File: src/rtl/fifo_pkg.sv
// Shared types for the FIFO-side blocks.
package fifo_pkg;

   typedef enum logic [1:0] {EMPTY, LO, OUT, OUT_LO} pack_state_t;

   function automatic logic state_has_word(pack_state_t s);
      return (s == OUT) || (s == OUT_LO);
   endfunction

   function automatic logic state_has_half(pack_state_t s);
      return (s == LO) || (s == OUT_LO);
   endfunction

endpackage

File: src/rtl/fifo_rd_pack_if.sv
// FIFO read port plus the wide output stream of fifo_rd_pack.
interface fifo_rd_pack_if #(
   parameter int unsigned DATA_WIDTH  = 8,
   parameter int unsigned COUNT_WIDTH = 16
);
   logic                      empty;
   logic [DATA_WIDTH-1:0]     r_data;
   logic                      rd;
   logic                      flush;
   logic [2*DATA_WIDTH-1:0]   out_data;
   logic                      out_valid;
   logic                      out_ready;
   logic                      half_pending;
   logic [COUNT_WIDTH-1:0]    words_out;

   modport master (
      input  empty, r_data, flush, out_ready,
      output rd, out_data, out_valid, half_pending, words_out
   );

   modport slave (
      output empty, r_data, flush, out_ready,
      input  rd, out_data, out_valid, half_pending, words_out
   );
endinterface

File: src/rtl/fifo_rd_pack.sv
// Pops narrow FIFO entries and packs consecutive pairs into one wide word {msb, lsb}
// on a registered valid/ready stream.
module fifo_rd_pack
   import fifo_pkg::*;
#(
   parameter int unsigned DATA_WIDTH  = 8,
   parameter int unsigned COUNT_WIDTH = 16
) (
   input logic            clk,
   input logic            reset_n,
   fifo_rd_pack_if.master bus
);

   pack_state_t                state_q, state_d;
   logic [DATA_WIDTH-1:0]      lo_q, lo_d;
   logic [2*DATA_WIDTH-1:0]    out_q, out_d;
   logic [COUNT_WIDTH-1:0]     cnt_q, cnt_d;
   logic                       rd, pop, hs, out_valid;

   assign out_valid = state_has_word(state_q);

   // A full OUT_LO can only pop if the held word leaves this same cycle.
   assign rd  = reset_n & ~bus.empty & ~bus.flush & ((state_q != OUT_LO) | bus.out_ready);
   assign pop = rd & ~bus.empty;
   assign hs  = out_valid & bus.out_ready;

   always_comb begin
      state_d = state_q;
      lo_d    = lo_q;
      out_d   = out_q;
      cnt_d   = cnt_q + COUNT_WIDTH'(hs);
      unique case (state_q)
         EMPTY: begin
            if (pop) begin
               state_d = LO;
               lo_d    = bus.r_data;
            end
         end
         LO: begin
            if (bus.flush) begin
               state_d = EMPTY;
            end else if (pop) begin
               state_d = OUT;
               out_d   = {bus.r_data, lo_q};
            end
         end
         OUT: begin
            if (pop) begin
               lo_d    = bus.r_data;
               state_d = hs ? LO : OUT_LO;
            end else if (hs) begin
               state_d = EMPTY;
            end
         end
         OUT_LO: begin
            if (bus.flush) begin
               state_d = hs ? EMPTY : OUT;
            end else if (pop) begin
               state_d = OUT;
               out_d   = {bus.r_data, lo_q};
            end else if (hs) begin
               state_d = LO;
            end
         end
         default: state_d = EMPTY;
      endcase
   end

   always_ff @(posedge clk or negedge reset_n) begin
      if (!reset_n) begin
         state_q <= EMPTY;
         lo_q    <= '0;
         out_q   <= '0;
         cnt_q   <= '0;
      end else begin
         state_q <= state_d;
         lo_q    <= lo_d;
         out_q   <= out_d;
         cnt_q   <= cnt_d;
      end
   end

   assign bus.rd           = rd;
   assign bus.out_data     = out_q;
   assign bus.out_valid    = out_valid;
   assign bus.half_pending = state_has_half(state_q);
   assign bus.words_out    = cnt_q;

endmodule
File: src/flat_wrapper.sv
// flat-port wrapper written by rule: the top's interface ports become plain ports
module fifo_rd_pack_flat import fifo_pkg::*;
#(
   parameter int unsigned DATA_WIDTH  = 8,
   parameter int unsigned COUNT_WIDTH = 16
)
  (clk, reset_n, bus_empty, bus_r_data, bus_flush, bus_out_ready, bus_rd, bus_out_data, bus_out_valid, bus_half_pending, bus_words_out);
  fifo_rd_pack_if #(.DATA_WIDTH(DATA_WIDTH), .COUNT_WIDTH(COUNT_WIDTH)) bus_i ();
  input logic clk;
  input logic reset_n;
  input wire logic [$bits(bus_i.empty)-1:0] bus_empty;
  input wire logic [$bits(bus_i.r_data)-1:0] bus_r_data;
  input wire logic [$bits(bus_i.flush)-1:0] bus_flush;
  input wire logic [$bits(bus_i.out_ready)-1:0] bus_out_ready;
  output wire logic [$bits(bus_i.rd)-1:0] bus_rd;
  output wire logic [$bits(bus_i.out_data)-1:0] bus_out_data;
  output wire logic [$bits(bus_i.out_valid)-1:0] bus_out_valid;
  output wire logic [$bits(bus_i.half_pending)-1:0] bus_half_pending;
  output wire logic [$bits(bus_i.words_out)-1:0] bus_words_out;
  assign bus_i.empty = bus_empty;
  assign bus_i.r_data = bus_r_data;
  assign bus_i.flush = bus_flush;
  assign bus_i.out_ready = bus_out_ready;
  assign bus_rd = bus_i.rd;
  assign bus_out_data = bus_i.out_data;
  assign bus_out_valid = bus_i.out_valid;
  assign bus_half_pending = bus_i.half_pending;
  assign bus_words_out = bus_i.words_out;
  fifo_rd_pack #(.DATA_WIDTH(DATA_WIDTH), .COUNT_WIDTH(COUNT_WIDTH)) u_core (.clk(clk), .reset_n(reset_n), .bus(bus_i));
endmodule
File: config.mk
export PLATFORM = sky130hd
export DESIGN_NAME = fifo_rd_pack_flat
export DESIGN_NICKNAME = d
export VERILOG_FILES = /design/src/rtl/fifo_pkg.sv /design/src/rtl/fifo_rd_pack_if.sv /design/src/rtl/fifo_rd_pack.sv /design/src/flat_wrapper.sv
export SDC_FILE = /design/constraint.sdc
export NUM_CORES = 1
export LEC_CHECK = 0
export CAP_MARGIN = 20
export CELL_PAD_IN_SITES_DETAIL_PLACEMENT = 1
export CELL_PAD_IN_SITES_GLOBAL_PLACEMENT = 1
export CORE_MARGIN = 2
export CORE_UTILIZATION = 38
export CTS_CLUSTER_DIAMETER = 80
export DETAILED_ROUTE_END_ITERATION = 12
export PLACE_DENSITY_LB_ADDON = 0.1
export SYNTH_ARGS = -nofsm -noshare
export SYNTH_HDL_FRONTEND = slang
export SYNTH_SLANG_ARGS = --single-unit
File: constraint.sdc
create_clock -name clk -period 2.1 [get_ports clk]
set_clock_uncertainty 0.1 [all_clocks]
set_input_delay 0.525 -clock clk [delete_from_list [all_inputs] [get_ports clk]]
set_output_delay 0.525 -clock clk [all_outputs]
set_load 0.1 [all_outputs]
# After elaboration in Yosys (flattened, before gate mapping)
# Cells that the tools add are included.
# op_classes
n_eq_ne	8
mux	11
bitwise	8
n_reduce_logical	8
add_sub_neg	1
# op_table
cell	n
$mux W2	10
$add A16 B1 Y16	1
$pmux W2 S4	1
$and A1 B1 Y1	5
$eq A2 B2 Y1 const B	2
$ne A4 B2 Y1 const B	1
$reduce_and A4 Y1	1
$reduce_or A2 Y1	2
$ne A3 B1 Y1 const B	1
$ne A3 B2 Y1 const B	1
$reduce_and A3 Y1	1
$eq A2 B1 Y1 const B	1
$logic_not A2 Y1	1
$logic_or A1 B1 Y1	2
$ne A2 B1 Y1 const B	1
$ne A2 B2 Y1 const B	1
$not A1 Y1	2
$reduce_and A2 Y1	1
$or A1 B1 Y1	1
# word_totals
inputBits	13
out_inout_bits	35
reg_bits	42

# Depth between registers and ports, before layout
# logic_depth
depth_word	8
depth_mapped	6
mapped_depth_nobuf	6

# Least setup slack after synthesis
# No wires, ideal clock.
# synth_path
kind	register to register
from	register u_core.cnt_q[0] (netlist: u_core.bus.words_out[0])
to	register u_core.cnt_q[14] (netlist: u_core.bus.words_out[14])
t_arrival_ns	2.022
t_required_ns	1.838
path_stages_with_launch	6
period_less_slack_ns	2.284
slack_ns	-0.184
n_path_buf	0
path_cell_list	dfrtp_1 ha_1 ha_1 nand4_1 nor4_1 xor2_1
# synth_via
elab_chain_len	1
# synth_rtl
item	line_no	text
start: declaration	fifo_rd_pack.sv:17	logic [COUNT_WIDTH-1:0] cnt_q, cnt_d;
start signal: assignment	fifo_rd_pack.sv:79	cnt_q <= cnt_d;
$add A16 B1 Y16	fifo_rd_pack.sv:31	cnt_d = cnt_q + COUNT_WIDTH'(hs);
via u_core.cnt_d[14]	fifo_rd_pack.sv:17	
# The timed path passes the listed nets, and every way through them passes these cells.
# A chain may end at the register's enable or synchronous reset.

# Worst setup path after layout
# layout_path
from	input bus_flush
to	output bus_rd
# layout_via
elab_chain_len	3
# layout_rtl
item	line_no	text
start: declaration	flat_wrapper.sv:13	input wire logic [$bits(bus_i.flush)-1:0] bus_flush;
$not A1 Y1 (no source line)	-	
$and A1 B1 Y1 (2 in a row)	fifo_rd_pack.sv:23	assign rd = reset_n & ~bus.empty & ~bus.flush & ((state_q != OUT_LO) | bus.out_ready);
end: declaration	flat_wrapper.sv:15	output wire logic [$bits(bus_i.rd)-1:0] bus_rd;
# Every way passes these cells.

==> impl_summary.md <==
Run status
The flow ran to the end, and the final reports show no timing, DRC or antenna violations.

Timing
Setup repair after global routing left no endpoint under its margin. The number of pins with negative max-slew slack in the final report is 0. The final count of hold timing violations came to 0. In the finished design, the share of the clock period the worst path needs comes to 94.3%. Static timing analysis puts the maximum clock frequency at 0.505 GHz. Across all setup checks in the final design, the least slack found is 120 ps.

The post-route minimum period is 1980 ps. The number of setup violations in the final report is 0. The worst slew margin relative to its limit is 63.7%. The slew at the pin closest to its max-slew limit is 544 ps.

Synthesis
The most used flip-flop cell after synthesis is dfrtp_1. The Yosys step of the flow raised 0 warnings. The synthesized netlist net count is 139. The synthesized netlist devotes 1.21% of its cell area to compound gates. In the synthesized netlist, the cells that appear most often are 42 x dfrtp_1, 14 x mux2_2, 10 x mux2_4. The portion of netlist area occupied by mux cells is 17.5%.

The synthesized netlist devotes 10.6% of its cell area to simple gates. After synthesis, the share of flip-flops with an asynchronous set or reset is 100%. In the post-synthesis netlist, the biggest area contributors are dfrtp_1 60%, mux2_2 9.0%, mux2_4 8.6%.

The most common cell in the synthesized netlist is dfrtp_1. The post-synthesis cell type with the largest combined area is dfrtp_1. After Yosys synthesis, full adders, half adders and majority gates account for 1.43% of the synthesized area. The parity-gate share of the synthesized area counting xor and xnor cells is 6.99%. The number of standard cells after synthesis is 124.

The post-synth design cell area is 1760 um^2. Counting flops with a built-in enable in the synthesized netlist gives 0. The share of Yosys cell area claimed by the top area cell type is 59.9%. Sequential elements use 59.9% of the synthesized area.

By area, the combinational part of the netlist is dominated by multiplexers. A synthesized cell averages 14.2 um^2. The number of distinct library cells after synthesis is 24. Counting flops and latches in the post-synthesis netlist gives 42.

Worst setup path
The arrival time reported for the critical path endpoint is 1360 ps. The worst stage delay on the critical path is 260 ps. The number of cells on the worst reg-to-reg path is 7. The startpoint class of the critical path is an input pin. The category of the worst setup path capture point is an output port. The number of logic stages on the critical path including buffering is 4. The critical path goes through dlygate4sd2_1 > nor3b_4 > o21a_4 > buf_12.

The endpoint identified for the worst register-to-register timing path is u_core.bus.words_out[14]$_DFF_PN0_. Following the worst setup path forward leads to its endpoint at bus_rd. The worst register-to-register path begins at u_core.state_q[1]$_DFFE_PN0P_. The biggest fanout along the worst timing path is 2. Across all register-to-register paths, the minimum setup slack is 290 ps. The critical path contains buffers and inverters numbering 2 combined. On the critical path the largest part of the delay comes from buffers and inverters. The startpoint of the worst setup timing path is bus_flush.

The critical-path cell with the highest stage delay is dlygate4sd2_1. The kind of critical path is in2out. The required arrival time at the worst endpoint is 1470 ps.

Routing
The residual antenna-violating net count after detailed routing is 0. The number of vias after detailed routing is 1,169. The total detailed-routing wirelength is 3980 um. The per-cell routed wire length is 16.9 um. The number of DRC violations after detailed routing is 0. The number of optimization iterations in the first detailed-route pass is 4.

The post-detailed-route via-to-cell ratio is 4.97. After the first detailed-routing iteration, the DRC count stood at 43.

Floorplan
The total I/O pin count is 48. The die extent in x is 72.0 um. The floorplan has 24 rows. The die span in y is 72.0 um. The starting utilization of the core area is 39.8%. The region available for standard cell placement spans 4410 um^2. The floorplan step defined a die boundary enclosing 5180 um^2.

GRT
The initial antenna violation count came to 0. The wire length of the first global-routing pass is 6670 um. The overflow left after global routing is 0. The total routing usage reported by global routing is 16.9%. The largest net degree at the start of global routing is 44.

The number of global-route vias before repair was 1,358.

Pwr
The share of total power dissipated in combinational logic is 50.0%. The share of total power dissipated in the clock network is 14.9%. The internal power is 1.80 mW.

The proportion of power drawn by flip-flops and latches is 35.1%. The total power divided by cell area is 1110 nW/um^2. The net switching power figure is 1.41 mW. VDD sags by at most 0.805 mV. The switching part of the total is 43.9%.

The leakage power total is 1.35 nW.

Clocking
In this run the deepest clock path goes through 2 buffers. Clock latency on the worst-skew pair, taken at its later pin, is 280 ps. After clock tree synthesis, the clock-pin slew on the worst setup and hold paths is 70 ps. TritonCTS built the clock tree. The number of clock buffers added by TritonCTS is 5. Hold repair after CTS inserted 0 buffers. The TritonCTS sink count is 42. The master cell of the clock root buffer is clkbuf_8.

The count of H-tree levels built during CTS is 2.

Place
At the end of routability-driven placement, the weighted congestion stood at 0.779. The post-place setup slack is -388 ps. The placed wire-length estimate after detailed placement is 2890 um. In this run the tool buffered the top-level ports with 47 buffer cells.

Run
Across the run, the number of max-cap violations was 0.

Finish
For this run, the share of the core covered by cells in the final layout is 65.2%. Compared with the post-synthesis result, the final layout area differs by 64.0%. In the final layout, the multi-input gates occupy 757 um^2.

The layout cell share with drive strength beyond 1 is 48.6%. The sequential cells in the finished layout cover a total of 1050 um^2. The net count of the finished layout is 198. The final-layout fill cell count is 415.

0 antenna diodes ended up in the layout.

Min path
The class of the most critical hold timing path is in2async.
-- logic make-up (layout without fill, tap and decap cells) --
kind of cell	Yosys count	in the layout
DFF	42	42
buffers and inverters	8	67
adders and majority gates	2	2
AOI/OAI and AO/OA	3	3
xor gates and xnor gates	14	14
muxes	24	24
and+or+nand+nor	31	31
-- worst register-to-register path, cell delays in order, from the launching register on --
cell and delay [ps]:
dfrtp_1 460, and2_1 160, ha_2 200, ha_4 150
nand4_1 90, buf_6 170, nor4_4 160, xor2_1 230
-- metrics by stage --
stage,setup TNS [ps],total power [mW],area (um^2),hold WS (ps),cells
2_1_floorplan,0,2.08,1760,129,124
3_3_place_gp,-2600,2.72,2690,383,226
3_5_place_dp,-4910,2.75,2690,397,226
4_1_cts,-3.45,3.24,2810,297,235
5_1_grt,0,3.33,2880,313,235
6_report,0,3.21,2880,285,235
-- cell type report --
class / instances / area share (%)
Timing Repair Buffer: 56 / 31.7
Multi-Input combinational cell: 74 / 26.3
Clock buffer: 7 / 2.65
Tap cell: 52 / 2.26
Inverter: 4 / 0.522
Sequential cell: 42 / 36.6
-- how the worst min path moves through the flow --
stage | to | slack (ps) | depth (start not counted)
finish | u_core.bus.words_out[15]$_DFF_PN0_ | 280 | 2
global route | u_core.bus.words_out[5]$_DFF_PN0_ | 310 | 2
CTS | u_core.bus.words_out[8]$_DFF_PN0_ | 300 | 2
floorplan | u_core.bus.out_data[0]$_DFFE_PN0P_ | 130 | 0
global placement | u_core.bus.out_data[4]$_DFFE_PN0P_ | 380 | 1
detailed placement | u_core.bus.out_data[2]$_DFFE_PN0P_ | 400 | 1
-- per-layer routing --
metal,global-route usage (%),wire length [um]
met1,21.2,1650
met2,29.4,2110
met3,3.47,182
met4,5.03,43
met5,0,0
-- registers in the layout, summed over array words and instances, names as in the netlist --
name / count
u_core.bus.out_data: 16
u_core.bus.words_out: 16
u_core.lo_q: 8
u_core.state_q: 2
-- power groups by stage --
stage,registers [mW],logic (mW),clock network (mW)
2_1_floorplan,1.89,0.193,0
3_3_place_gp,1.12,1.59,0
3_5_place_dp,1.14,1.61,0
4_1_cts,1.13,1.62,0.494
5_1_grt,1.15,1.65,0.530
6_report,1.13,1.60,0.477
-- cell usage in the layout (no fill, tap or decap), types with 4 or more instances in the layout --
cell              n
clkbuf_8          5
inv_1             4
dfrtp_1          40
xor2_1            9
buf_4             6
mux2_2           14
nand4_1           4
nand2_1           6
buf_12           37
xnor2_1           5
mux2_4           10
clkdlybuf4s50_1   8
-- timing repair --
| action | CTS | global route |
|---|---|---|
| setup endpoints to repair | 5 | 8 |
| resized for setup | 7 | 12 |
| pin swaps | 1 | 5 |
| buffers inserted | 2 | 0 |
Note: power is estimated with default switching activity, not from simulation.
